$ cat config.mk
export PLATFORM = sky130hd
export DESIGN_NAME = svga_scan_timing_gen
export DESIGN_NICKNAME = d
export VERILOG_FILES = /design/src/rtl/svga_timing_pkg.sv /design/src/rtl/svga_axis_counter.sv /design/src/rtl/svga_scan_timing_gen.sv
export SDC_FILE = /design/constraint.sdc
export NUM_CORES = 1
export LEC_CHECK = 0
export BUFFER_PORTS_ARGS = -buffer_cell sky130_fd_sc_hd__buf_2
export CORE_MARGIN = 4
export CORE_UTILIZATION = 61
export CTS_CLUSTER_DIAMETER = 120
export DETAILED_ROUTE_END_ITERATION = 10
export HOLD_SLACK_MARGIN = 0.02
export PLACE_DENSITY = 0.91
export SKIP_CTS_REPAIR_TIMING = 1
export SLEW_MARGIN = 30
export SYNTH_ARGS = -nofsm -noshare
export SYNTH_HDL_FRONTEND = slang
export SYNTH_SLANG_ARGS = --single-unit
$ cat constraint.sdc
create_clock -name pixel_clock -period 3.6 [get_ports pixel_clock]
set_input_delay 0.54 -clock pixel_clock [delete_from_list [all_inputs] [get_ports pixel_clock]]
set_output_delay 0.54 -clock pixel_clock [all_outputs]
set_load 0.01 [all_outputs]
$ cat src/rtl/svga_timing_pkg.sv
// Shared raster timing definitions: standard mode sets, total-count derivation and a width helper.
package svga_timing_pkg;

  typedef struct packed {
    int unsigned h_active;
    int unsigned h_fp;
    int unsigned h_sync;
    int unsigned h_bp;
    int unsigned v_active;
    int unsigned v_fp;
    int unsigned v_sync;
    int unsigned v_bp;
    logic        hs_pol;
    logic        vs_pol;
  } mode_t;

  localparam mode_t MODE_640X480 = '{
    h_active: 640,  h_fp: 16, h_sync: 96,  h_bp: 48,
    v_active: 480,  v_fp: 10, v_sync: 2,   v_bp: 33,
    hs_pol: 1'b0,   vs_pol: 1'b0
  };

  localparam mode_t MODE_800X600 = '{
    h_active: 800,  h_fp: 40, h_sync: 128, h_bp: 88,
    v_active: 600,  v_fp: 1,  v_sync: 4,   v_bp: 23,
    hs_pol: 1'b1,   vs_pol: 1'b1
  };

  localparam mode_t MODE_1024X768 = '{
    h_active: 1024, h_fp: 24, h_sync: 136, h_bp: 160,
    v_active: 768,  v_fp: 3,  v_sync: 6,   v_bp: 29,
    hs_pol: 1'b0,   vs_pol: 1'b0
  };

  function automatic int unsigned axis_total(input int unsigned active, input int unsigned front,
                                             input int unsigned sync, input int unsigned back);
    return active + front + sync + back;
  endfunction

  function automatic int unsigned h_total(input mode_t m);
    return axis_total(m.h_active, m.h_fp, m.h_sync, m.h_bp);
  endfunction

  function automatic int unsigned v_total(input mode_t m);
    return axis_total(m.v_active, m.v_fp, m.v_sync, m.v_bp);
  endfunction

  // Bits needed to hold the values 0..count-1, never less than one.
  function automatic int unsigned bits_for(input int unsigned count);
    int unsigned w;
    w = 1;
    while ((w < 32) && ((32'd1 << w) < count)) w++;
    return w;
  endfunction

endpackage

$ cat src/rtl/svga_axis_counter.sv
// One raster axis: position counter with wrap, plus sync, active and window decodes of the
// position the counter is about to take, so the caller can register them aligned to it.
module svga_axis_counter
  import svga_timing_pkg::*;
#(
  parameter int unsigned TOTAL      = 800,
  parameter int unsigned ACTIVE     = 640,
  parameter int unsigned SYNC_START = 656,
  parameter int unsigned SYNC_LEN   = 96,
  parameter int unsigned WIN_START  = 64,
  parameter int unsigned WIN_LEN    = 512,
  localparam int unsigned CW        = bits_for(TOTAL)
) (
  input  logic          pixel_clock,
  input  logic          reset_n,
  input  logic          advance,
  output logic [CW-1:0] count,
  output logic [CW-1:0] count_nxt,
  output logic          last,
  output logic          sync_nxt,
  output logic          outside_nxt,
  output logic          window_nxt
);

  localparam logic [CW-1:0] LAST       = CW'(TOTAL - 1);
  localparam logic [CW-1:0] ACT_END    = CW'(ACTIVE);
  localparam logic [CW-1:0] SYNC_FIRST = CW'(SYNC_START);
  localparam logic [CW-1:0] SYNC_LAST  = CW'(SYNC_START + SYNC_LEN - 1);
  localparam logic [CW-1:0] WIN_FIRST  = CW'(WIN_START);
  localparam logic [CW-1:0] WIN_LAST   = CW'(WIN_START + WIN_LEN - 1);

  assign last      = (count == LAST);
  assign count_nxt = !advance ? count : (last ? '0 : count + CW'(1));

  assign sync_nxt    = (count_nxt >= SYNC_FIRST) && (count_nxt <= SYNC_LAST);
  assign outside_nxt = (count_nxt >= ACT_END);
  assign window_nxt  = (count_nxt >= WIN_FIRST) && (count_nxt <= WIN_LAST);

  // NOTE: sequential state uses non-blocking assignment so every flop samples pre-edge values.
  always_ff @(posedge pixel_clock or negedge reset_n) begin
    if (!reset_n) count <= '0;
    else          count <= count_nxt;
  end

endmodule

$ cat src/rtl/svga_scan_timing_gen.sv
// Parametrised VGA/SVGA raster timing generator with text-cell and graphics fetch addressing.
// Optional blink phase generator is built when VGA_TIMING_BLINK_EN is defined.
module svga_scan_timing_gen
  import svga_timing_pkg::*;
#(
  parameter int unsigned H_ACTIVE     = 640,
  parameter int unsigned H_FP         = 16,
  parameter int unsigned H_SYNC       = 96,
  parameter int unsigned H_BP         = 48,
  parameter int unsigned V_ACTIVE     = 480,
  parameter int unsigned V_FP         = 10,
  parameter int unsigned V_SYNC       = 2,
  parameter int unsigned V_BP         = 33,
  parameter bit          HS_POL       = 1'b1,
  parameter bit          VS_POL       = 1'b1,
  parameter int unsigned WIN_X        = 64,
  parameter int unsigned WIN_Y        = 48,
  parameter int unsigned WIN_W        = 512,
  parameter int unsigned WIN_H        = 384,
  parameter int unsigned DECODE_DELAY = 7,
  parameter int unsigned CELL_W       = 8,
  parameter int unsigned CELL_H       = 12,
  parameter int unsigned X_SCALE      = 2,
  parameter int unsigned Y_SCALE      = 2,
  parameter int unsigned GRAPH_X_REP  = 1,
  parameter int unsigned GRAPH_Y_REP  = 3,
  parameter int unsigned BLINK_FRAMES = 16,
  localparam int unsigned H_TOTAL     = axis_total(H_ACTIVE, H_FP, H_SYNC, H_BP),
  localparam int unsigned V_TOTAL     = axis_total(V_ACTIVE, V_FP, V_SYNC, V_BP),
  localparam int unsigned CHAR_PIX    = CELL_W * X_SCALE,
  localparam int unsigned CHAR_LINES  = CELL_H * Y_SCALE,
  localparam int unsigned HW          = bits_for(H_TOTAL),
  localparam int unsigned VW          = bits_for(V_TOTAL),
  localparam int unsigned SPW         = bits_for(CHAR_PIX),
  localparam int unsigned CCW         = bits_for(WIN_W / CHAR_PIX + 1),
  localparam int unsigned SLW         = bits_for(CHAR_LINES),
  localparam int unsigned CLW         = bits_for(WIN_H / CHAR_LINES + 1),
  localparam int unsigned GCW         = bits_for(WIN_W / GRAPH_X_REP + 1),
  localparam int unsigned GRW         = bits_for(WIN_H / GRAPH_Y_REP + 1)
) (
  input  logic           pixel_clock,
  input  logic           reset_n,
  output logic           h_synch,
  output logic           v_synch,
  output logic           blank,
  output logic [HW-1:0]  pixel_count,
  output logic [VW-1:0]  line_count,
  output logic           show_border,
  output logic           line_start,
  output logic           frame_start,
  output logic [SPW-1:0] subchar_pixel,
  output logic [CCW-1:0] char_column,
  output logic [SLW-1:0] subchar_line,
  output logic [CLW-1:0] char_line,
  output logic [GCW-1:0] graph_col,
  output logic [GRW-1:0] graph_row,
  output logic           blink
);

  if ((WIN_X < DECODE_DELAY) || (WIN_X + WIN_W > H_ACTIVE) || (WIN_Y + WIN_H > V_ACTIVE) ||
      (X_SCALE == 0) || (Y_SCALE == 0) || (GRAPH_X_REP == 0) || (GRAPH_Y_REP == 0) ||
      (BLINK_FRAMES == 0)) begin : g_bad_config
    $error("svga_scan_timing_gen: window exceeds active area, lead too long, or zero scale/rep");
  end

  localparam int unsigned GXW = bits_for(GRAPH_X_REP);
  localparam int unsigned GYW = bits_for(GRAPH_Y_REP);

  localparam logic [HW-1:0]  SPAN_FIRST = HW'(WIN_X - DECODE_DELAY);
  localparam logic [HW-1:0]  SPAN_LAST  = HW'(WIN_X + WIN_W - 1 - DECODE_DELAY);
  localparam logic [VW-1:0]  WIN_Y_FIRST = VW'(WIN_Y);
  localparam logic [VW-1:0]  WIN_Y_LAST  = VW'(WIN_Y + WIN_H - 1);
  localparam logic [SPW-1:0] SP_LAST = SPW'(CHAR_PIX - 1);
  localparam logic [SLW-1:0] SL_LAST = SLW'(CHAR_LINES - 1);
  localparam logic [GXW-1:0] GX_LAST = GXW'(GRAPH_X_REP - 1);
  localparam logic [GYW-1:0] GY_LAST = GYW'(GRAPH_Y_REP - 1);
  localparam logic [CCW-1:0] CC_MAX  = CCW'(WIN_W / CHAR_PIX);
  localparam logic [CLW-1:0] CL_MAX  = CLW'(WIN_H / CHAR_LINES);
  localparam logic [GCW-1:0] GC_MAX  = GCW'(WIN_W / GRAPH_X_REP);
  localparam logic [GRW-1:0] GR_MAX  = GRW'(WIN_H / GRAPH_Y_REP);

  logic [HW-1:0] h_count_nxt;
  logic [VW-1:0] v_count_nxt;
  logic h_last, h_sync_nxt, h_outside_nxt, h_window_nxt;
  logic v_last, v_sync_nxt, v_outside_nxt, v_window_nxt;

  svga_axis_counter #(
    .TOTAL(H_TOTAL), .ACTIVE(H_ACTIVE), .SYNC_START(H_ACTIVE + H_FP), .SYNC_LEN(H_SYNC),
    .WIN_START(WIN_X), .WIN_LEN(WIN_W)
  ) u_h_axis (
    .pixel_clock (pixel_clock),
    .reset_n     (reset_n),
    .advance     (1'b1),
    .count       (pixel_count),
    .count_nxt   (h_count_nxt),
    .last        (h_last),
    .sync_nxt    (h_sync_nxt),
    .outside_nxt (h_outside_nxt),
    .window_nxt  (h_window_nxt)
  );

  svga_axis_counter #(
    .TOTAL(V_TOTAL), .ACTIVE(V_ACTIVE), .SYNC_START(V_ACTIVE + V_FP), .SYNC_LEN(V_SYNC),
    .WIN_START(WIN_Y), .WIN_LEN(WIN_H)
  ) u_v_axis (
    .pixel_clock (pixel_clock),
    .reset_n     (reset_n),
    .advance     (h_last),
    .count       (line_count),
    .count_nxt   (v_count_nxt),
    .last        (v_last),
    .sync_nxt    (v_sync_nxt),
    .outside_nxt (v_outside_nxt),
    .window_nxt  (v_window_nxt)
  );

  logic frame_nxt;
  logic window_line;
  logic fetch_span;

  assign frame_nxt   = (h_count_nxt == '0) && (v_count_nxt == '0);
  assign window_line = (line_count >= WIN_Y_FIRST) && (line_count <= WIN_Y_LAST);
  assign fetch_span  = window_line && (pixel_count >= SPAN_FIRST) && (pixel_count <= SPAN_LAST);

  always_ff @(posedge pixel_clock or negedge reset_n) begin
    if (!reset_n) begin
      h_synch     <= ~HS_POL;
      v_synch     <= ~VS_POL;
      blank       <= 1'b0;
      show_border <= 1'b1;
      line_start  <= 1'b0;
      frame_start <= 1'b0;
    end else begin
      h_synch     <= h_sync_nxt ? HS_POL : ~HS_POL;
      v_synch     <= v_sync_nxt ? VS_POL : ~VS_POL;
      blank       <= h_outside_nxt | v_outside_nxt;
      show_border <= ~(h_window_nxt & v_window_nxt);
      line_start  <= (h_count_nxt == '0);
      frame_start <= frame_nxt;
    end
  end

  // Horizontal fetch addressing: cleared entering pixel 0, advanced once per fetch-span clock.
  logic [GXW-1:0] gx_rep;

  always_ff @(posedge pixel_clock or negedge reset_n) begin
    if (!reset_n) begin
      subchar_pixel <= '0;
      char_column   <= '0;
      graph_col     <= '0;
      gx_rep        <= '0;
    end else if (h_last) begin
      subchar_pixel <= '0;
      char_column   <= '0;
      graph_col     <= '0;
      gx_rep        <= '0;
    end else if (fetch_span) begin
      if (subchar_pixel == SP_LAST) begin
        subchar_pixel <= '0;
        if (char_column != CC_MAX) char_column <= char_column + CCW'(1);
      end else begin
        subchar_pixel <= subchar_pixel + SPW'(1);
      end
      if (gx_rep == GX_LAST) begin
        gx_rep <= '0;
        if (graph_col != GC_MAX) graph_col <= graph_col + GCW'(1);
      end else begin
        gx_rep <= gx_rep + GXW'(1);
      end
    end
  end

  // Vertical fetch addressing: advanced at the end of each window line, cleared leaving the frame.
  logic [GYW-1:0] gy_rep;

  always_ff @(posedge pixel_clock or negedge reset_n) begin
    if (!reset_n) begin
      subchar_line <= '0;
      char_line    <= '0;
      graph_row    <= '0;
      gy_rep       <= '0;
    end else if (h_last) begin
      if (v_last) begin
        subchar_line <= '0;
        char_line    <= '0;
        graph_row    <= '0;
        gy_rep       <= '0;
      end else if (window_line) begin
        if (subchar_line == SL_LAST) begin
          subchar_line <= '0;
          if (char_line != CL_MAX) char_line <= char_line + CLW'(1);
        end else begin
          subchar_line <= subchar_line + SLW'(1);
        end
        if (gy_rep == GY_LAST) begin
          gy_rep <= '0;
          if (graph_row != GR_MAX) graph_row <= graph_row + GRW'(1);
        end else begin
          gy_rep <= gy_rep + GYW'(1);
        end
      end
    end
  end

`ifdef VGA_TIMING_BLINK_EN
  localparam int unsigned BFW = bits_for(BLINK_FRAMES);
  localparam logic [BFW-1:0] BF_LAST = BFW'(BLINK_FRAMES - 1);

  logic [BFW-1:0] frame_cnt;

  // Toggle in the same cycle as the frame_start pulse that completes the half-period.
  always_ff @(posedge pixel_clock or negedge reset_n) begin
    if (!reset_n) begin
      frame_cnt <= '0;
      blink     <= 1'b0;
    end else if (frame_nxt) begin
      if (frame_cnt == BF_LAST) begin
        frame_cnt <= '0;
        blink     <= ~blink;
      end else begin
        frame_cnt <= frame_cnt + BFW'(1);
      end
    end
  end
`else
  assign blink = 1'b0;
`endif

endmodule
After elaboration in Yosys (flattened, before gate mapping)
Index checks and enable logic that the tools add are counted.
{"block": "op_classes", "reduce_logical": 24, "bitwise_logic": 3, "n_mux": 33, "n_eq_ne": 10, "order_cmp": 14, "addsub": 10}
{"operator": "10-bit 2-to-1 mux", "n": 7}
{"operator": "5-bit 2-to-1 mux", "n": 7}
{"operator": "8-bit 2-to-1 mux", "n": 4}
{"operator": "10-bit by 1-bit adder with 10-bit output, second input constant", "n": 3}
{"operator": "10-bit by 6-bit greater-or-equal comparator with 1-bit output, second input constant", "n": 3}
{"operator": "10-bit <= comparator, second input constant", "n": 3}
{"operator": "10-bit by 9-bit <= comparator with 1-bit output, second input constant", "n": 3}
{"operator": "6-bit 2-to-1 mux", "n": 4}
{"operator": "10-bit equality test, second input constant", "n": 2}
{"operator": "10-bit greater-or-equal comparator, second input constant", "n": 2}
{"operator": "10-bit by 9-bit greater-or-equal comparator with 1-bit output, second input constant", "n": 2}
{"operator": "10-bit zero test", "n": 2}
{"operator": "2-bit nonzero test", "n": 9}
{"operator": "4-bit 2-to-1 mux", "n": 3}
{"operator": "5-bit by 1-bit adder with 5-bit output, second input constant", "n": 2}
{"operator": "10-bit by 7-bit greater-or-equal comparator with 1-bit output, second input constant", "n": 1}
{"operator": "10-bit != test, second input constant", "n": 1}
{"operator": "8-bit by 1-bit adder with 8-bit output, second input constant", "n": 1}
{"operator": "1-bit logical AND", "n": 8}
{"operator": "8-bit != test, second input constant", "n": 1}
{"operator": "4-bit AND reduction", "n": 2}
{"operator": "6-bit by 1-bit adder with 6-bit output, second input constant", "n": 1}
{"operator": "2-bit 2-to-1 mux", "n": 3}
{"operator": "6-bit != test, second input constant", "n": 1}
{"operator": "other kinds (14)", "n": 19}
{"block": "word_totals", "output_inout_bits": 65, "regBits": 67, "inputBits": 2}

Depth between registers and ports, before layout
Gate-level depths: netlist of run 1.
{"block": "logic_depth", "depth_word": 7, "mapped_depth": 9, "depth_no_buf": 8}

By module
Synthesis of run 1 repeated with hierarchy kept, for this count alone.
{"block": "hier_totals", "hier_cells": 403, "area_unflattened_um2": 3872.5}
{"module": "svga_scan_timing_gen", "cells_each": 266, "area_each_um2": 2521.2, "seq_area_each_um2": 1152.4, "instances": 1}
{"module": "svga_axis_counter (u_v_axis)", "cells_each": 79, "area_each_um2": 763.2, "seq_area_each_um2": 250.2, "instances": 1}
{"module": "svga_axis_counter (u_h_axis)", "cells_each": 58, "area_each_um2": 588.1, "seq_area_each_um2": 250.2, "instances": 1}

Worst setup path before layout of run 1
OpenSTA, ideal clock, no wires.
{"block": "synth_timing", "path_kind": "reg-to-reg", "start": "register u_h_axis.count[0]", "end": "register graph_row[5]", "required_ps": 3461, "stages_incl_launch_ff": 10, "slack_ps": 1293, "path_buffers": 2, "arrival_time_ps": 2167, "path_cell_list": "dfrtp_1 ha_1 and4_1 clkbuf_1 nand3_1 nor4_1 buf_2 nand4_1 xor2_1 nor2_1"}
{"block": "synth_via", "elab_chain_len": 2}
{"element": "start, declared", "line": "svga_axis_counter.sv:17", "rtl": "output logic [CW-1:0] count,"}
{"element": "start signal, assigned", "line": "svga_axis_counter.sv:42", "rtl": "else count <= count_nxt;"}
{"element": "10-bit equality test", "line": "svga_axis_counter.sv:32", "rtl": "assign last = (count == LAST);"}
{"element": "4-bit AND reduction (no source line)"}
{"element": "end signal, assigned", "line": "svga_scan_timing_gen.sv:197", "rtl": "if (graph_row != GR_MAX) graph_row <= graph_row + GRW'(1);"}
{"element": "end, declared", "line": "svga_scan_timing_gen.sv:56", "rtl": "output logic [GRW-1:0] graph_row,"}
Every way passes these cells.
A chain may end at the register's enable or synchronous reset.

Worst setup path in the final report of run 1
{"block": "layout_timing", "start": "register u_h_axis.count[0]", "end": "register h_synch"}
{"block": "layout_via", "elab_chain_len": 5, "elab_cells_between_ends": 7, "classes_between": "add/sub: 1; order compare: 2; eq/ne: 1; mux: 2; reduce/logical: 1"}
{"element": "10-bit by 1-bit adder with 10-bit output or 10-bit equality test (tied branches)", "line": "svga_axis_counter.sv:33, svga_axis_counter.sv:32"}
{"element": "10-bit 2-to-1 mux *", "line": "svga_axis_counter.sv:33", "rtl": "assign count_nxt = !advance ? count : (last ? '0 : count + CW'(1));"}
{"element": "10-bit greater-or-equal comparator or 10-bit <= comparator (tied branches)", "line": "svga_axis_counter.sv:35", "rtl": "assign sync_nxt = (count_nxt >= SYNC_FIRST) && (count_nxt <= SYNC_LAST);"}
{"element": "1-bit logical AND *", "line": "svga_axis_counter.sv:35"}
{"element": "net h_sync_nxt", "line": "svga_scan_timing_gen.sv:84", "rtl": "logic h_last, h_sync_nxt, h_outside_nxt, h_window_nxt;"}
{"element": "1-bit 2-to-1 mux *", "line": "svga_scan_timing_gen.sv:134", "rtl": "h_synch <= h_sync_nxt ? HS_POL : ~HS_POL;"}
{"element": "end signal, assigned", "line": "svga_scan_timing_gen.sv:127", "rtl": "h_synch <= ~HS_POL;"}
{"element": "end signal, assigned", "line": "svga_scan_timing_gen.sv:134"}
{"element": "end, declared", "line": "svga_scan_timing_gen.sv:43", "rtl": "output logic h_synch,"}
Mark *: on every way through the listed nets, which the timed path passes. The rest lies on a longest branch.

==> qor.yml, run 1 <==
cp_max_fo: 25
drive_gt1_frac: 0.205
cpPeakStageDelay_ns: 0.49
synthesis.nets: 435
first_pass_iters: 7
grt_pass1_wl_um: 15200
hold_path_class: "in2async"
num_vias: 3471
stdcell_area_um2: 4420
hold_viol_final: 0
synth-edff-count: 0
final-instance-count-excl-fill: 558
drv_cap: 0
synthArstFlopShare: 1.00
path_buf_inv: 1
cts_tree: "built"
placed_area_um2: 4220
dieArea_um2: 7640
worst_pin_slew_ns: 0.668
core_area_um2: 6030
layout_worst_path_cycle_share: 0.777
worstSkewPairLatency_ns: 0.34
dpl.cell_count: 542
grt_usage: 0.250
die_w_um: 87.4
fin_util: 0.734
power_leakage_nw: 2.14
start_kind: "flip-flop"
yosys_register_bits: 66
routed_via_density: 6.22
grt_max_degree: 47
yosysTopAreaCell: "dfrtp_1"
cts-root-buf: "clkbuf_8"
grt_overflow: 0
fin_crit_ns: 2.80
cp.arrival_ns: 2.99
slew_headroom: 0.543
synthesis.area_um2: 3850
drt_first_iter_violations: 351
power-per-cell-area_nw_per_um2: 313
ys_seq_area_frac: 0.430
wl_per_cell_um: 16.3
cts_sinks: 66
rsz0062_at_grt: "false"
drc_errors: 0
cp_slowest_cell: "or4_1"
status: "finished, final reports clean"
routed_wirelength_um: 9080
ir_worst_vdd_v: 0.000279
synth_area_leaders: "dfrtp_1 42%, ha_1 5.5%, nand3_1 4.4%"
multi_input_area_um2: 2020
n_antenna_cell: 0
gp_congestion: 0.860
num_rows: 28
setup-tns-final_ns: 0
fmax_ghz: 0.357
synth_cell_types: 60
path_cells: "ha_1, nand4_1, nor3_4, buf_4, o211ai_1, o21ai_1, or4_1, a2111oi_0"
slew_viol_final: 0
setup_viol: 0
worst_slack_ns: 0.803
grt_pass1_vias: 3303
crit_required_ns: 3.79
dp_hpwl_um: 6310
syn_to_final_growth_pct: 15.0
critPathKind: "reg2reg"
die_height_um: 87.4
ant_nets: 0
skew_ns: 0.00898
portBuffers: 65
syn_avg_cell_area_um2: 9.25
htreeDepth: 3
synth_top_area_frac: 0.423
place_ws_ns: 0.817
io_pins: 67
nFillCells: 440
yosysWarnings: 0
antenna_found_initial: 0
cp_top_family: "simple AND/OR/NAND/NOR gates"
numCtsBuffers: 9
syn_inst: 416
layout.nets: 497
ys_dominant_reg_cell: "dfrtp_1"
clkTransAtPathRegs_ns: 0.07
start_util: 0.638
seq_area_um2: 1650
worst_setup_path_end_kind: "flip-flop"
cts_max_path_buffers: 2
==> metrics by stage <==
step | power (mW) | hold WS, ns
floorplan | 0.757 | 0.244
global placement | 0.773 | 0.483
detailed placement | 0.773 | 0.506
CTS | 1.39 | 0.213
global route | 1.43 | 0.245
finish | 1.38 | 0.196
==> cell families after synthesis <==
group | after synthesis | share of synthesized area
adder cells (fa/ha/maj) | 17 | 0.0553
XOR/XNOR | 29 | 0.0660
other | 1 | 0.000975
multiplexers | 6 | 0.0166
flip-flops | 66 | 0.430
buffers and inverters | 42 | 0.0455
AO/OA/AOI/OAI | 77 | 0.136
AND/OR/NAND/NOR | 178 | 0.250
==> registers in the layout (all words and copies together), names as in the netlist <==
signal,cells
line_start,1
h_synch,1
u_v_axis.count,10
show_border,1
char_column,6
graph_row,8
blank,1
subchar_pixel,4
frame_start,1
v_synch,1
char_line,5
gy_rep,2
u_h_axis.count,10
graph_col,10
subchar_line,5
==> worst register-to-register path, stage by stage, from the launching register on <==
cell	delay [ns]
dfrtp_1	0.45
ha_1	0.30
nand4_1	0.29
nor3_4	0.08
buf_4	0.23
o211ai_1	0.20
o21ai_1	0.17
or4_1	0.49
a2111oi_0	0.45
==> placed cells by master (no fill, tap or decap), types with 12 or more instances in the layout <==
| cell | n |
|---|---|
| inv_1 | 21 |
| nand4_1 | 16 |
| nor2_1 | 40 |
| nand3_1 | 34 |
| dfrtp_1 | 65 |
| buf_2 | 64 |
| xor2_1 | 18 |
| ha_1 | 17 |
| a21oi_1 | 12 |
| o21ai_0 | 28 |
| nand2_1 | 26 |
==> where the power goes <==
part | switching, mW | total, mW | internal, mW
Sequential | 0 | 0.741 | 0.741
Clock | 0.268 | 0.625 | 0.358
Combinational | 0.0144 | 0.0165 | 0.00213
Total | 0.282 | 1.38 | 1.10
==> cell type report <==
cell class | instances | area share
Clock buffer | 14 | 0.0368
Sequential cell | 66 | 0.374
Clock inverter | 2 | 0.00792
Tap cell | 75 | 0.0212
Multi-Input combinational cell | 308 | 0.456
Inverter | 21 | 0.0178
Timing Repair Buffer | 72 | 0.0860
==> routing by layer <==
layer	GRT usage	routed length [um]
met3	0.0397	829
met4	0.106	182
met2	0.395	4250
met1	0.341	3820
met5	0	0
==> cell usage after synthesis, drive strengths merged (2+ instances only) <==
cell / number
clkbuf: 8
and2: 8
and4b: 2
and3: 11
o41ai: 2
xnor2: 11
o211ai: 5
nand2b: 4
mux2i: 3
mux2: 3
o31ai: 7
ha: 17
nor3b: 3
o21ai: 29
nor4: 6
or2: 2
or3: 5
nor2: 40
inv: 21
nand2: 26
a21oi: 12
a211oi: 3
dfrtp: 65
nand3: 34
xor2: 18
nand4: 16
nor3: 10
a2111oi: 4
a31oi: 3
nor4b: 2
and4: 4
buf: 13
==> path summary, 6_finish.rpt <==
check                                       start        endpoint  slack (ns)  depth (start not counted)
worst max-delay path            u_h_axis.count[0]         h_synch        0.80                          8
worst min-delay path                      reset_n  char_column[1]        0.20                          1
worst max register to register  u_h_axis.count[0]         h_synch        0.80                          8
worst min register to register          gy_rep[0]       gy_rep[0]        0.52                          1
max in group asynchronous                 reset_n     show_border        2.76                          2
min in group pixel_clock                gy_rep[0]       gy_rep[0]        0.52                          1
No activity file was read; power rests on OpenSTA's default activity.
==> run 2: changes to the inputs <==
--- a/config.mk
+++ b/config.mk
@@ -7,11 +7,11 @@
 export LEC_CHECK = 0
 export BUFFER_PORTS_ARGS = -buffer_cell sky130_fd_sc_hd__buf_2
 export CORE_MARGIN = 4
-export CORE_UTILIZATION = 61
+export CORE_UTILIZATION = 56
 export CTS_CLUSTER_DIAMETER = 120
 export DETAILED_ROUTE_END_ITERATION = 10
 export HOLD_SLACK_MARGIN = 0.02
-export PLACE_DENSITY = 0.91
+export PLACE_DENSITY = 0.85
 export SKIP_CTS_REPAIR_TIMING = 1
 export SLEW_MARGIN = 30
 export SYNTH_ARGS = -nofsm -noshare
==> constraint.sdc (replaced) <==
create_clock -name pixel_clock -period 2.6 [get_ports pixel_clock]
set_input_delay 0.39 -clock pixel_clock [delete_from_list [all_inputs] [get_ports pixel_clock]]
set_output_delay 0.39 -clock pixel_clock [all_outputs]
set_load 0.01 [all_outputs]
==> run 2 against run 1 <==
Net effect: clock power increased by 39%; largest power group unchanged; critical endpoint is now frame_start; die area increased by 8.1%; global-route usage decreased by 2.4 points; sequential cell count unchanged; sequential power increased by 39%; critical path type unchanged; fmax increased by 15%; first-iteration DRC count decreased by 44%; highest routed layer unchanged; clock skew increased by 0.0036 ns; cell count increased by 2.7%; via count decreased by 0.98%; critical path depth decreased by 2; register-to-register slack got worse by 0.63 ns.
==> qor.yml, run 2 (synthesis gave the netlist of run 1 again) <==
htreeDepth: 3  # unchanged
fin_crit_ns: 2.42  # -0.372 ns
grt_pass1_wl_um: 15300  # +0.87%
path_common_cell: "nand3_1"
multi_input_area_um2: 2020  # +0.31%
worst_setup_path_end_kind: "flip-flop"
switching_share: 0.205  # +0.00133
layout_worst_path_cycle_share: 0.933  # +0.156
core_area_um2: 6490  # +7.8%
slew_headroom: 0.594  # +0.0511
routed_via_density: 6.00  # -3.6%
power_mw: 1.92  # +39%
skew_ns: 0.0126  # +0.00359 ns
final-instance-count-excl-fill: 573  # +2.7%
dp_hpwl_um: 6530  # +3.6%
hold_ws_ns: 0.493  # +0.297 ns
top_regs: "graph_col x10, u_h_axis.count x10, u_v_axis.count x10"
dieArea_um2: 8260  # +8.1%
drc_errors: 0  # unchanged
syn_to_final_growth_pct: 18.1
first_pass_iters: 5  # -2
p_switching_mw: 0.394  # +40%
power_leakage_nw: 2.21  # +3.2%
portBuffers: 65  # unchanged
worst_slack_ns: 0.175  # -0.628 ns
crit_required_ns: 2.85  # -0.94 ns
cts_tree: "built"
die_height_um: 90.9  # +4.0%
power-per-cell-area_nw_per_um2: 423  # +35%
gp_congestion: 0.883  # +2.7%
wl_per_cell_um: 15.9  # -2.1%
place_ws_ns: 0.250  # -0.568 ns
combinationalPowerShare: 0.013  # about the same
drive_gt1_frac: 0.226  # +0.0208
dpl.cell_count: 556  # +2.6%
cts-root-buf: "clkbuf_8"
numCtsBuffers: 9  # unchanged
cts_max_path_buffers: 2  # unchanged
ir_worst_vdd_v: 0.000299  # +6.9%
die_w_um: 90.9  # +4.0%
antenna_found_initial: 0  # unchanged
grt_overflow: 0  # unchanged
cts_sinks: 66  # unchanged
slew_viol_final: 0  # unchanged
n_antenna_cell: 0  # unchanged
hold_viol_final: 0  # unchanged
cpPeakStageDelay_ns: 0.51  # +0.02 ns
start_kind: "flip-flop"
path_cells: "nand3_1, nor2_1, mux2i_1, a311oi_1, nand3_1, nor4_2"
ant_nets: 0  # unchanged
worstSkewPairLatency_ns: 0.34  # about the same
seq_area_um2: 1650  # unchanged
fin_util: 0.699  # -0.0347
layout_common_cells: "65 x dfrtp_1, 65 x buf_2, 40 x nor2_1"
num_rows: 29  # +3.6%
hold_path_class: "in2async"
grt_usage: 0.226  # -0.0240
start_util: 0.592  # -0.0461
grt_max_degree: 51  # +8.5%
p_int_mw: 1.53  # +39%
grt_pass1_vias: 3268  # -1.1%
io_pins: 67  # unchanged
routed_wirelength_um: 9130  # +0.52%
cp_slowest_cell: "dfrtp_1"
critPathKind: "reg2reg"
p_seq_frac: 0.534  # -0.002
worst_pin_slew_ns: 0.593  # -0.0747 ns
drv_cap: 0  # unchanged
power_frac_clock: 0.453  # about the same
path_buf_inv: 0  # -1
clkTransAtPathRegs_ns: 0.07  # about the same
cp_top_family: "simple AND/OR/NAND/NOR gates"
status: "finished, final reports clean"
drt_first_iter_violations: 198  # -44%
nFillCells: 506  # +15%
cp_max_fo: 10  # -60%
fmax_ghz: 0.412  # +15%
cp.arrival_ns: 2.67  # -0.32 ns
setup_viol: 0  # unchanged
num_vias: 3437  # -0.98%
layout.nets: 510  # +2.6%
run 2: worst paths after layout:
path / slack (ns) / end / cells after the start / from
max: 0.18 / frame_start / 6 / u_h_axis.count[2]
min: 0.49 / u_v_axis.count[5] / 2 / reset_n
max reg2reg: 0.18 / frame_start / 6 / u_h_axis.count[2]
min reg2reg: 0.51 / subchar_line[4] / 1 / subchar_line[4]
max in group asynchronous: 1.52 / u_h_axis.count[2] / 3 / reset_n
min in group pixel_clock: 0.51 / subchar_line[4] / 1 / subchar_line[4]
run 2: through the flow:
step,cell area [um^2],setup TNS [ns]
after floorplan,3850,0
after global placement,4330,0
after detailed placement,4330,0
after CTS,4520,0
after global routing,4540,-0.00703
final,4540,0
run 2: power groups by stage:
| stage | sequential, mW | clock [mW] | combinational (mW) |
|---|---|---|---|
| floorplan | 1.05 | 0 | 0.00174 |
| global placement | 1.05 | 0 | 0.0253 |
| detailed placement | 1.05 | 0 | 0.0254 |
| CTS | 1.03 | 0.886 | 0.0256 |
| global route | 1.03 | 0.933 | 0.0298 |
| finish | 1.03 | 0.870 | 0.0246 |
run 2: worst register-to-register path, stage by stage, from the launching register on:
cell	delay, ns
dfrtp_1	0.51
nand3_1	0.29
nor2_1	0.51
mux2i_1	0.17
a311oi_1	0.37
nand3_1	0.18
nor4_2	0.31
run 2: routing by layer:
metal	vias to the layer above	routed length, um	track usage
met4	0	98	0.0616
met1	1664	4160	0.313
li1	1640	-	-
met3	9	610	0.0617
met5	-	0	0
met2	124	4260	0.350
run 2: cell type report:
class	instances	share of cell area
Timing Repair Buffer	85	0.108
Inverter	21	0.0174
Tap cell	77	0.0212
Multi-Input combinational cell	308	0.446
Sequential cell	66	0.364
Clock inverter	2	0.00772
Clock buffer	14	0.0358
